### config.mk
export PLATFORM = sky130hd
export DESIGN_NAME = s713_serial_harness
export DESIGN_NICKNAME = d
export VERILOG_FILES = /design/src/rtl/s713_harness_pkg.sv /design/src/rtl/harness_misr.sv /design/src/rtl/s713_serial_harness.sv
export SDC_FILE = /design/constraint.sdc
export NUM_CORES = 1
export LEC_CHECK = 0
export BUFFER_PORTS_ARGS = -buffer_cell sky130_fd_sc_hd__buf_2
export CAP_MARGIN = 40
export CELL_PAD_IN_SITES_DETAIL_PLACEMENT = 0
export CELL_PAD_IN_SITES_GLOBAL_PLACEMENT = 2
export CORE_MARGIN = 2
export CORE_UTILIZATION = 37
export DETAILED_ROUTE_END_ITERATION = 8
export PLACE_DENSITY_LB_ADDON = 0.1
export SYNTH_ARGS = -nofsm -noshare
export SYNTH_HDL_FRONTEND = slang
export SYNTH_SLANG_ARGS = --single-unit
### constraint.sdc
create_clock -name ck -period 6.2 [get_ports ck]
set_input_delay 0.31 -clock ck [delete_from_list [all_inputs] [get_ports ck]]
set_output_delay 0.31 -clock ck [all_outputs]
set_load 0.1 [all_outputs]
### src/rtl/s713_harness_pkg.sv
// Shared types and constants for the s713 serial stimulus/response harness.
package s713_harness_pkg;

    typedef enum logic [1:0] {
        LOAD   = 2'd0,
        APPLY  = 2'd1,
        UNLOAD = 2'd2
    } state_t;

    localparam int IN_W_DEF  = 35;
    localparam int OUT_W_DEF = 23;

    // Bit 0 is the x^0 term (the injection point); the feedback taps are the higher-order terms.
    localparam logic [22:0] MISR_POLY = 23'h400021;

    function automatic int clog2(input int value);
        int r;
        int v;
        r = 0;
        v = value - 1;
        while (v > 0) begin
            r = r + 1;
            v = v >> 1;
        end
        return r;
    endfunction

endpackage

### src/rtl/harness_misr.sv
// Response-signature MISR: folds the captured core response into a running signature on each enable.
module harness_misr
    import s713_harness_pkg::*;
#(
    parameter int           W    = OUT_W_DEF,
    parameter logic [W-1:0] POLY = W'(MISR_POLY)
) (
    input  logic         ck,
    input  logic         rst,
    input  logic         en,
    input  logic [W-1:0] din,
    output logic [W-1:0] sig
);

    logic [W-1:0] sig_reg;
    logic         fb;

    assign fb  = ^(sig_reg & {POLY[W-1:1], 1'b0});
    assign sig = sig_reg;

    always_ff @(posedge ck or posedge rst) begin
        if (rst) begin
            sig_reg <= '0;
        end else if (en) begin
            sig_reg <= {sig_reg[W-2:0], fb} ^ din;
        end
    end

endmodule

### src/rtl/s713_serial_harness.sv
// Serial load / apply-hold / capture / serial unload harness for the s713 core pins.
// Optional response signature MISR is built when HARNESS_MISR_EN is defined; otherwise sig is 0.
module s713_serial_harness
    import s713_harness_pkg::*;
#(
    parameter  int IN_W     = IN_W_DEF,
    parameter  int OUT_W    = OUT_W_DEF,
    parameter  int HOLD_MAX = 15,
    localparam int HOLD_W   = clog2(HOLD_MAX + 1)
) (
    input  logic              ck,
    input  logic              rst,
    input  logic              si,
    input  logic              si_valid,
    input  logic [HOLD_W-1:0] hold,
    output logic              so,
    output logic              so_valid,
    input  logic              so_ready,
    output logic [IN_W-1:0]   dut_in,
    input  logic [OUT_W-1:0]  dut_out,
    output logic              busy,
    output logic [OUT_W-1:0]  sig
);

    localparam int              CNT_W    = clog2((IN_W > OUT_W) ? IN_W : OUT_W);
    localparam logic [CNT_W-1:0] LAST_IN  = CNT_W'(IN_W - 1);
    localparam logic [CNT_W-1:0] LAST_OUT = CNT_W'(OUT_W - 1);

    state_t              state_reg, state_next;
    logic [CNT_W-1:0]    cnt_reg;
    logic [HOLD_W-1:0]   hold_cnt_reg;
    // Holds the first IN_W-1 bits; the final bit comes straight from si on the completing edge.
    logic [IN_W-2:0]     stim_reg;
    logic [IN_W-1:0]     dut_in_reg;
    logic [OUT_W-1:0]    resp_reg;
    logic                so_valid_reg;
    logic                busy_reg;

    logic load_accept, load_last, apply_dec, capture, unload_shift, unload_last;

    always_ff @(posedge ck or posedge rst) begin
        if (rst) begin
            state_reg <= LOAD;
        end else begin
            state_reg <= state_next;
        end
    end

    always_comb begin
        state_next   = state_reg;
        load_accept  = 1'b0;
        load_last    = 1'b0;
        apply_dec    = 1'b0;
        capture      = 1'b0;
        unload_shift = 1'b0;
        unload_last  = 1'b0;
        case (state_reg)
            LOAD: begin
                if (si_valid) begin
                    load_accept = 1'b1;
                    if (cnt_reg == LAST_IN) begin
                        load_last  = 1'b1;
                        state_next = APPLY;
                    end
                end
            end
            APPLY: begin
                if (hold_cnt_reg == '0) begin
                    capture    = 1'b1;
                    state_next = UNLOAD;
                end else begin
                    apply_dec = 1'b1;
                end
            end
            UNLOAD: begin
                if (so_ready) begin
                    unload_shift = 1'b1;
                    if (cnt_reg == LAST_OUT) begin
                        unload_last = 1'b1;
                        state_next  = LOAD;
                    end
                end
            end
            default: state_next = LOAD;
        endcase
    end

    always_ff @(posedge ck or posedge rst) begin
        if (rst) begin
            cnt_reg      <= '0;
            hold_cnt_reg <= '0;
            stim_reg     <= '0;
            dut_in_reg   <= '0;
            resp_reg     <= '0;
            so_valid_reg <= 1'b0;
            busy_reg     <= 1'b0;
        end else begin
            if (load_accept) begin
                stim_reg <= {si, stim_reg[IN_W-2:1]};
                cnt_reg  <= load_last ? '0 : cnt_reg + 1'b1;
            end
            if (load_last) begin
                dut_in_reg   <= {si, stim_reg};
                hold_cnt_reg <= hold;
                busy_reg     <= 1'b1;
            end
            if (apply_dec) begin
                hold_cnt_reg <= hold_cnt_reg - 1'b1;
            end
            if (capture) begin
                resp_reg     <= dut_out;
                so_valid_reg <= 1'b1;
            end
            if (unload_shift) begin
                resp_reg <= {1'b0, resp_reg[OUT_W-1:1]};
                cnt_reg  <= unload_last ? '0 : cnt_reg + 1'b1;
            end
            if (unload_last) begin
                so_valid_reg <= 1'b0;
                busy_reg     <= 1'b0;
            end
        end
    end

    assign dut_in   = dut_in_reg;
    assign so       = resp_reg[0];
    assign so_valid = so_valid_reg;
    assign busy     = busy_reg;

`ifdef HARNESS_MISR_EN
    harness_misr #(
        .W    (OUT_W),
        .POLY (OUT_W'(MISR_POLY))
    ) u_misr (
        .ck  (ck),
        .rst (rst),
        .en  (capture),
        .din (dut_out),
        .sig (sig)
    );
`else
    assign sig = '0;
`endif

endmodule

# Word level (Yosys, flattened, before mapping)
# Cells that the tools add are included.
[word_totals]
out_inout_bits = 61
regBits = 106
[op_classes]
n_reduce_logical = 8
muxes = 32
addsub = 2
n_eq_ne = 9
[op_table]
columns = ["operator", "n"]
rows = [
  ["$mux W23", 2],
  ["$mux W6", 4],
  ["$mux W1", 18],
  ["$mux W2", 5],
  ["$ne A2 B2 Y1 const B", 5],
  ["$reduce_bool A2 Y1", 5],
  ["$mux W4", 2],
  ["$add A6 B1 Y6 const B", 1],
  ["$eq A6 B5 Y1 const B", 1],
  ["$eq A6 B6 Y1 const B", 1],
  ["$pmux W2 S3", 1],
  ["$reduce_and A5 Y1", 1],
  ["$logic_not A4 Y1", 1],
  ["$sub A4 B1 Y4 const B", 1],
  ["$eq A2 B1 Y1 const B", 1],
  ["$eq A2 B2 Y1 const B", 1],
  ["$logic_not A2 Y1", 1],
]

# Depth between registers and ports, before layout
# Gate-level depths: netlist of run 1.
[logic_depth]
depth_word = 7
ltp_mapped = 8

# Least setup slack after synthesis of run 1
# No wires, ideal clock.
[synth_path]
path_kind = "register -> register"
startpoint = "register hold_cnt_reg[0]"
endpoint = "register resp_reg[0]"
arrival_time_ps = 1803
period_less_slack_ps = 1935
required_ps = 6068
stages_incl_launch_ff = 9
setup_slack_ps = 4265
setup_time_ps = 132
path_cell_list = "dfrtp_1 inv_1 ha_1 or3b_1 or3b_1 buf_6 buf_8 mux2i_1 o21ai_1"
[synth_between]
elab_chain_cells = 4
[synth_lines]
columns = ["item", "line_no", "rtl"]
rows = [
  ["start: declaration", "s713_serial_harness.sv:31", "logic [HOLD_W-1:0] hold_cnt_reg;"],
  ["start signal: assignment", "s713_serial_harness.sv:104", "hold_cnt_reg <= hold;"],
  ["start signal: assignment", "s713_serial_harness.sv:108", "hold_cnt_reg <= hold_cnt_reg - 1'b1;"],
  ["$logic_not A4 Y1", "s713_serial_harness.sv:68", "if (hold_cnt_reg == '0) begin"],
  ["$mux W1", "s713_serial_harness.sv:68", ""],
  ["$mux W1", "s713_serial_harness.sv:57", "case (state_reg)"],
  ["$reduce_bool A2 Y1 (no source line)", "--", ""],
  ["end signal: assignment", "s713_serial_harness.sv:111", "resp_reg <= dut_out;"],
  ["end signal: assignment", "s713_serial_harness.sv:115", "resp_reg <= {1'b0, resp_reg[OUT_W-1:1]};"],
  ["end: declaration", "s713_serial_harness.sv:35", "logic [OUT_W-1:0] resp_reg;"],
]
# No other way between the ends.
# A chain may end at the register's enable or synchronous reset.

# Worst setup path in the final report of run 1
[layout_path]
startpoint = "register state_reg[0]"
endpoint = "register dut_in_reg[29] (netlist: dut_in[29])"
[layout_between]
elab_chain_cells = 2
[layout_lines]
columns = ["item", "line_no", "rtl"]
rows = [
  ["start: declaration", "s713_serial_harness.sv:29", "state_t state_reg, state_next;"],
  ["start signal: assignment", "s713_serial_harness.sv:45", "state_reg <= state_next;"],
  ["$logic_not A2 Y1", "s713_serial_harness.sv:57", ""],
  ["$mux W1", "s713_serial_harness.sv:57", ""],
  ["end signal: assignment", "s713_serial_harness.sv:103", "dut_in_reg <= {si, stim_reg};"],
  ["end: declaration", "s713_serial_harness.sv:34", "logic [IN_W-1:0] dut_in_reg;"],
]
# No other way between the ends.

==> impl_metrics.ini, run 1 <==
[critical_path]
r2r_end = dut_in[29]
critPathTopFamily = simple AND/OR/NAND/NOR gates
worstRegToRegCells = 6
critical_path.startpoint = state_reg[0]
cp.required_ps = 6490
path_depth = 6
end_kind = register
crit_type = register to register
r2r-start = state_reg[0]
path_cells = nor3b_2 -> buf_4 -> and4_1 -> buf_4 -> nand2_1 -> nand2_1
reg2reg_slack_ps = 4000
slowest_stage = dfrtp_1
cp.arrival_ps = 2490
critPathCapture = dut_in[29]
path_max_fanout = 36
critPathLaunchType = register
path_buf_inv = 2
max_stage_delay_ps = 480

[pwr]
powerDensity_nw_per_um2 = 517.1
p_leak_nw = 2.858
ir_worst_vdd_mv = 0.2471

[finish]
nNetsFinal = 528
diodes = 0
drive_gt1_share_pct = 25.90
largest_reg_flops = 35
areaGrowthSynthToFinish_pct = 16.38
nFillCells = 1194

[synthesis]
synth-async-reset-ratio_pct = 100.0
synth_warnings = 0
ys_seq_elements = 106
synth-simple-area-share_pct = 15.04
synthAdderAreaFrac_pct = 0.8206
ys_seq_area_share_pct = 57.99
synthFlopType = dfrtp_1
synthMuxAreaShare_pct = 14.28
syn_area_um2 = 4574
synth.distinct_cells = 35
synth_top_family_by_area = simple AND/OR/NAND/NOR gates
synth_edf_count = 0
syn_avg_cell_area_um2 = 10.74
synth_compound_area_share_pct = 4.376
synthXorXnorAreaFrac_pct = 0.3829
synthCells = 426

[global_routing]
grt_usage_pct = 14.13
grt_pass1_wl_um = 14760
grt_pass1_vias = 3057
antenna_found_initial = 0
overflow = 0
grt_start_max_net_pins = 45

[sta]
clock_skew_ps = 11.44
maxSlewViolCount = 0
final-setup-viol-count = 0
slew-limit-headroom_pct = 55.83
fin_crit_sh_pct = 35.56
rsz0062_at_grt = no
worst_slack_ps = 3995
max_clock_freq_mhz = 453.6
fin_setup_tns_ps = 0
period_needed_ps = 2205
tightestPinTransition_ps = 658.5
hold_violations = 0

[place]
io_buffers = 69
pre_cts_ws_ps = 3927
hpwl_um = 5887
gp_congestion = 0.8284

[drt]
drt_pass1_iterations = 4
wl_per_cell_um = 12.91
postRouteAntennaNets = 0
drt-initial-drc-count = 128
wirelength_um = 8599
num_vias = 3020
drc = 0
via_per_inst = 4.535

[floorplan]
chipHeight_um = 115.2
start_util_pct = 37.93
std_cell_rows = 40
die-area_um2 = 13270
die_w_um = 115.2
coreArea_um2 = 12060
boundaryPins = 93

[clock_tree]
clock_path_buffers = 2
clkTransAtPathRegs_ps = 70
clock-sinks = 106
htreeDepth = 3
tritoncts = built
cts_buffers = 9
clk_latency_ps = 350
cts_root_buf = clkbuf_16

[worst_hold_path]
hold_start = hold[2]
hold_path_class = primary input to register

[outcome]
status = finished, final reports clean

[job]
max-cap-violations = 0
## cells in the mapped netlist, types with 3 or more instances
| cell type | number | area (µm²) |
|---|---|---|
| a21oi_1 | 3 | 15.01 |
| mux2_2 | 34 | 382.9 |
| nor2_1 | 7 | 26.28 |
| nand2_1 | 133 | 499.2 |
| dfrtp_1 | 106 | 2653 |
| nand2b_1 | 3 | 18.77 |
| mux2i_1 | 27 | 270.3 |
| o21ai_1 | 17 | 85.08 |
| o21ai_0 | 12 | 60.06 |
| buf_2 | 7 | 35.03 |
| inv_1 | 6 | 22.52 |
| clkbuf_1 | 11 | 41.29 |
| ha_1 | 3 | 37.54 |
| nor3_1 | 3 | 15.01 |
| buf_4 | 23 | 172.7 |
| nand3_1 | 5 | 25.02 |
## kinds of logic (layout without fill, tap and decap cells)
kind of cell    Yosys count  count (layout)
other cells               1              23
mux                      61              61
xor+xnor                  2               2
simple gates            165             165
fa+ha+maj                 3               3
compound gates           37              37
flops                   106             106
buf+inv                  51             101
## cells in the final DEF, fill, tap and decap left out, drive strengths merged, types with 3 or more instances in the layout
cell,synthesis,routed
a21oi,3,3
buf,33,77
clkbuf,11,10
clkinv,1,3
conb,1,23
dfrtp,106,106
ha,3,3
inv,6,9
mux2,34,34
mux2i,27,27
nand2,133,133
nand2b,3,3
nand3,5,5
nor2,7,7
nor3,3,3
o21ai,29,29
## report_power, final
group / internal (mW) / switching (mW)
clock: 0.292 / 0.271
combinational: 0.300 / 0.770
sequential: 0.950 / 0.170
total: 1.54 / 1.21
## worst register-to-register path: stages (launching register included)
cell	delay, ps
dfrtp_1	480
nor3b_2	210
buf_4	420
and4_1	440
buf_4	410
nand2_1	140
nand2_1	70
## area by class of cell
cell class / count / area, µm² / share of cell area (%)
multi-input combinational: 291 / 1688 / 31.70
sequential: 106 / 2653 / 49.82
timing repair buffer: 78 / 446.7 / 8.390
clock buffer: 10 / 239.0 / 4.489
tap: 168 / 210.2 / 3.948
inverter: 7 / 28.78 / 0.5405
clock inverter: 6 / 58.81 / 1.105
## routing by layer
layer  GRT usage [%]  share of wire (%)
met2           21.96                 44
met3           3.585                4.5
met1           19.48                 50
met4           4.578                1.3
met5               0                  0
## repair_timing
item | in CTS | in global routing
endpoints found under the hold margin | 27 | 0
hold buffers | 1 | 0
resized for setup | 0 | 0
buffers inserted | 0 | 0
## through the flow
stage	instances	total power, mW	hold WS, ps	instance area, µm²	util, %
after floorplan	448	2.026	415.4	4657	-
final	666	2.753	182.4	5324	44.14
after global placement	646	2.194	317.3	4962	41.14
after detailed placement	649	2.219	319.4	5016	41.59
after CTS	666	2.792	173.3	5324	44.14
after global routing	666	2.936	200.1	5324	44.14
## worst min-delay path by stage
stage / end / slack [ps] / depth (start not counted)
6_report: hold_cnt_reg[2] / 180 / 3
2_1_floorplan: dut_in[34] / 420 / 2
5_1_grt: hold_cnt_reg[2] / 200 / 3
3_5_place_dp: resp_reg[11] / 320 / 2
4_1_cts: hold_cnt_reg[2] / 170 / 3
3_3_place_gp: resp_reg[15] / 320 / 2
Note: power is estimated with default switching activity, not from simulation.
==> run 2, diff against run 1 <==
CORE_UTILIZATION = 31   (was 37)
clock period = 1.8 ns   (was 6.2 ns; I/O delays follow)
==> run 2 against run 1 <==
- the flow now finishes with violations (negative setup slack)
- first-iteration DRC count up 11%
- global-route usage down 1.9 points
- clock skew down 2.0 ps
- die area up 19%
- cell area up 3.6%
- sequential cell count unchanged
- worst setup slack worse by 4200 ps
- combinational power rose to 3.6 times the previous value
- hold slack worse by 170 ps
- largest power group unchanged
==> impl_metrics.ini, run 2 (synthesis gave the netlist of run 1 again) <==
[sta]
clock_skew_ps = 9.399
rsz0062_at_grt = yes
slew-limit-headroom_pct = 62.36
period_needed_ps = 1958
worst_slack_ps = -157.6
fin_setup_tns_ps = -3141
final-setup-viol-count = 24
fin_crit_sh_pct = 108.8
hold_violations = 0
tightestPinTransition_ps = 564.7
max_clock_freq_mhz = 510.8
maxSlewViolCount = 0

[finish]
post-route-util_pct = 38.11
nNetsFinal = 539
areaGrowthSynthToFinish_pct = 20.62
drive_gt1_share_pct = 27.11
largest_reg_flops = 35
multiInputGateArea_um2 = 1702
seq_area_um2 = 2653
final_common_cell = nand2_1
diodes = 0
fin_area_um2 = 5518
nFillCells = 1493
final_cell_mix = nand2_1, dfrtp_1, buf_2, mux2_2, mux2i_1

[outcome]
status = finished, violations left
failed_checks = negative setup slack

[global_routing]
overflow = 0
grt_pass1_vias = 3097
grt_pass1_wl_um = 15450
grt_usage_pct = 12.21
grt_start_max_net_pins = 107
antenna_found_initial = 0

[floorplan]
std_cell_rows = 44
start_util_pct = 31.59
coreArea_um2 = 14480
chipHeight_um = 125.5
die_w_um = 125.5
boundaryPins = 93
die-area_um2 = 15740

[place]
gp_congestion = 0.7469
io_buffers = 69
hpwl_um = 5785
pre_cts_ws_ps = -146.9
post_dp_cell_area_um2 = 5106

[drt]
drt-initial-drc-count = 142
via_per_inst = 4.413
wl_met1_um = 4536
drt_pass1_iterations = 4
postRouteAntennaNets = 0
drc = 0
wl_met3_um = 445
num_vias = 3058
wirelength_um = 9356
highest_layer = met4
wl_per_cell_um = 13.50
dr_wl_met2_um = 4170

[pwr]
combPwrFrac_pct = 39.7
power_switching_share_pct = 43.03
p_leak_nw = 2.939
clock_power_share_pct = 20.4
p_int_mw = 5.502
seq_power_share_pct = 39.9
powerDensity_nw_per_um2 = 1750
power.switching_mw = 4.156
ir_worst_vdd_mv = 0.8319

[clock_tree]
clock_path_buffers = 2
clk_latency_ps = 350
cts_root_buf = clkbuf_16
cts_buffers = 9
clock-sinks = 106
htreeDepth = 3
clkTransAtPathRegs_ps = 80
tritoncts = built

[critical_path]
cp.required_ps = 2030
crit_type = register to register
cp.arrival_ps = 2190
end_kind = register
path_max_fanout = 12
critPathLaunchType = register

[worst_hold_path]
hold_path_class = primary input to register

[job]
max-cap-violations = 0
-- run 2: area by class of cell --
cell class,count,area share (%)
Multi-Input combinational cell,291,30.84
Clock buffer,10,4.150
Inverter,7,0.5442
Clock inverter,6,1.179
Tap cell,184,4.172
Sequential cell,106,48.07
Timing Repair Buffer,89,11.04
-- run 2: stage by stage --
stage | instances | power [mW] | hold WS, ps
after floorplan | 448 | 6.979 | 195.4
after global placement | 670 | 7.665 | 304.4
after detailed placement | 670 | 7.724 | 308.2
after CTS | 691 | 9.753 | 2.291
after global routing | 693 | 10.28 | 13.58
final | 693 | 9.658 | 16.61
-- run 2: layer usage --
| metal | vias to the layer above | track usage, % |
|---|---|---|
| met5 | - | 0 |
| met4 | 0 | 6.078 |
| met3 | 11 | 2.953 |
| met1 | 1476 | 16.18 |
| met2 | 58 | 18.73 |
| li1 | 1513 | - |
-- run 2: power groups by stage --
stage / Clock [mW] / Combinational, mW / Sequential, mW
after floorplan: 0 / 1.71 / 5.27
after global placement: 0 / 3.78 / 3.89
after detailed placement: 0 / 3.83 / 3.90
after CTS: 2.05 / 3.85 / 3.86
after global routing: 2.15 / 4.14 / 3.99
final: 1.97 / 3.84 / 3.85
-- run 2: path summary, 6_finish.rpt --
kind / endpoint / slack [ps] / cells after the start / from
max: resp_reg[8] / -160 / 7 / hold_cnt_reg[0]
min: resp_reg[14] / 20 / 3 / dut_out[14]
max reg2reg: resp_reg[8] / -160 / 7 / hold_cnt_reg[0]
min reg2reg: dut_in[0] / 470 / 2 / dut_in[0]
max in group asynchronous: resp_reg[0] / 930 / 4 / rst
min in group asynchronous: resp_reg[15] / 470 / 4 / rst
-- run 2: timing repair --
action	4_1_cts	5_1_grt
resized for setup	3	5
pin swaps	0	1
endpoints found under the hold margin	111	0
setup endpoints to repair	24	49
setup buffers	0	0
hold buffers	5	0
gates cloned	0	2
-- run 2: critical path, stage by stage, from the launching register on --
cell,delay [ps]
dfrtp_1,380
inv_1,70
ha_1,160
or3b_4,380
or3b_4,420
clkbuf_16,200
mux2i_1,160
o21ai_1,70
==> run 3, diff against run 2 <==
PLACE_DENSITY_LB_ADDON = 0.15   (was 0.1)
==> run 3 against run 2 <==
- the flow still finishes with violations (negative setup slack)
- cell area is 3.3% higher
- sequential share of layout area is 1.6 points lower
- worst setup slack worse by 19 ps
- die area stayed put
- routed wire length is 3.9% higher
- combinational power is 3% higher
- critical path depth stayed put
- non-clock buffer count is 10 higher
- largest cell class unchanged
- highest routed layer unchanged
- clock power is 4% higher
- count of clock-buffer cells in the layout is 1 lower
- critical path type unchanged
- fmax is 0.95% lower
==> impl_metrics.ini, run 3 (synthesis gave the netlist of run 1 again) <==
[outcome]
status = finished, violations left
failed_checks = negative setup slack

[drt]
drt-initial-drc-count = 144
drt_pass1_iterations = 4
dr_wl_met2_um = 4504
wl_met3_um = 509
wirelength_um = 9721
via_per_inst = 4.366
drc = 0
num_vias = 3069
highest_layer = met4
wl_met1_um = 4619
wl_per_cell_um = 13.83
postRouteAntennaNets = 0

[finish]
fin_cells = 703
areaGrowthSynthToFinish_pct = 24.64
final_common_cell = nand2_1
diodes = 0
final_cell_mix = nand2_1, dfrtp_1, buf_2, mux2_2, mux2i_1
post-route-util_pct = 39.38
largest_reg_flops = 35
nNetsFinal = 549
drive_gt1_share_pct = 29.29

[critical_path]
crit_type = register to register
path_max_fanout = 12
cp.required_ps = 2030
cpMostUsedCell = or3b_4
max_stage_delay_ps = 440
slowest_stage = or3b_4
end_kind = register
path_cells = inv_2 -> ha_4 -> or3b_4 -> or3b_4 -> clkbuf_16 -> mux2i_1 -> o21ai_1
critPathLaunchType = register
cp.arrival_ps = 2210

[sta]
clock_skew_ps = 5.202
max_clock_freq_mhz = 506.0
worst_slack_ps = -176.4
tightestPinTransition_ps = 644.5
fin_crit_sh_pct = 109.8
final-setup-viol-count = 24
rsz0062_at_grt = yes
maxSlewViolCount = 0
slew-limit-headroom_pct = 57.03
period_needed_ps = 1976
hold_violations = 0

[pwr]
ir_worst_vdd_mv = 0.8373
p_int_mw = 5.625
power.switching_mw = 4.270
p_leak_nw = 3.025
finalPower_mw = 9.895
power_switching_share_pct = 43.16
seq_power_share_pct = 39.1
clock_power_share_pct = 20.8
combPwrFrac_pct = 40.1
powerDensity_nw_per_um2 = 1735

[place]
pre_cts_ws_ps = -187.2
dp_cells = 669
io_buffers = 69
gp_congestion = 0.7281
hpwl_um = 5815

[clock_tree]
clkTransAtPathRegs_ps = 70
clock_path_buffers = 2
clk_latency_ps = 350
clock-sinks = 106
htreeDepth = 3
tritoncts = built
cts_buffers = 9
cts_root_buf = clkbuf_16

[floorplan]
die-area_um2 = 15740
std_cell_rows = 44
start_util_pct = 31.59
boundaryPins = 93
coreArea_um2 = 14480
chipHeight_um = 125.5
die_w_um = 125.5

[global_routing]
grt_start_max_net_pins = 107
grt_pass1_wl_um = 15810
antenna_found_initial = 0
overflow = 0
grt_pass1_vias = 3213
grt_usage_pct = 12.54

[worst_hold_path]
hold_path_class = primary input to register

[job]
max-cap-violations = 0
run 3: cell type report:
class / count / area [µm²]
clock buffers: 9 / 225.2
well taps: 184 / 230.2
fillers: 1462 / 8777
inverters: 7 / 30.03
multi-input cells: 291 / 1717
clock inverters: 7 / 87.58
flip-flops and latches: 106 / 2653
repair buffers: 99 / 759.5
run 3: power by group through the flow:
stage / Clock (mW) / Combinational (mW) / Sequential (mW)
after floorplan: 0 / 1.71 / 5.27
after global placement: 0 / 3.79 / 3.89
after detailed placement: 0 / 3.86 / 3.90
after CTS: 2.16 / 3.87 / 3.87
after global routing: 2.25 / 4.28 / 4.01
final: 2.05 / 3.97 / 3.87
run 3: worst max-delay path, delay by kind of cell (launching register included):
kind / cells / cell delay [ps]
adder cells (fa/ha/maj): 1 / 120
AND/OR/NAND/NOR: 2 / 810
multiplexers: 1 / 170
buffers and inverters: 2 / 290
AO/OA/AOI/OAI: 1 / 80
flip-flops: 1 / 390
run 3: stage by stage:
stage	hold WS, ps	cell area (µm²)	setup TNS, ps
5_1_grt	13.78	5702	-5020
3_5_place_dp	317.0	5099	-3263
2_1_floorplan	195.4	4661	-2320
4_1_cts	0.2674	5474	-3286
6_report	15.06	5702	-3050
3_3_place_gp	311.2	5099	-2041
run 3: final timing paths:
kind / to / cells after the start / start / slack (ps)
worst min register to register: dut_in[1] / 2 / dut_in[1] / 470
worst max register to register: resp_reg[6] / 7 / hold_cnt_reg[0] / -180
worst max-delay path: resp_reg[6] / 7 / hold_cnt_reg[0] / -180
max in group asynchronous: dut_in[3] / 4 / rst / 880
worst min-delay path: resp_reg[9] / 3 / dut_out[9] / 20
min in group asynchronous: resp_reg[13] / 4 / rst / 370
run 3: what timing repair did:
item                                    4_1_cts  5_1_grt
gates resized for setup                       3       13
hold buffers                                  6        0
pin swaps                                     0        4
endpoints found under the hold margin       112        0
cloned                                        0        4
endpoints found under the setup margin       24       31
buffers inserted                              0        8
run 3: layer usage:
layer,track usage (%),up-vias
met1,15.97,1476
met4,3.529,0
li1,-,1523
met5,0,-
met3,4.621,7
met2,20.10,63
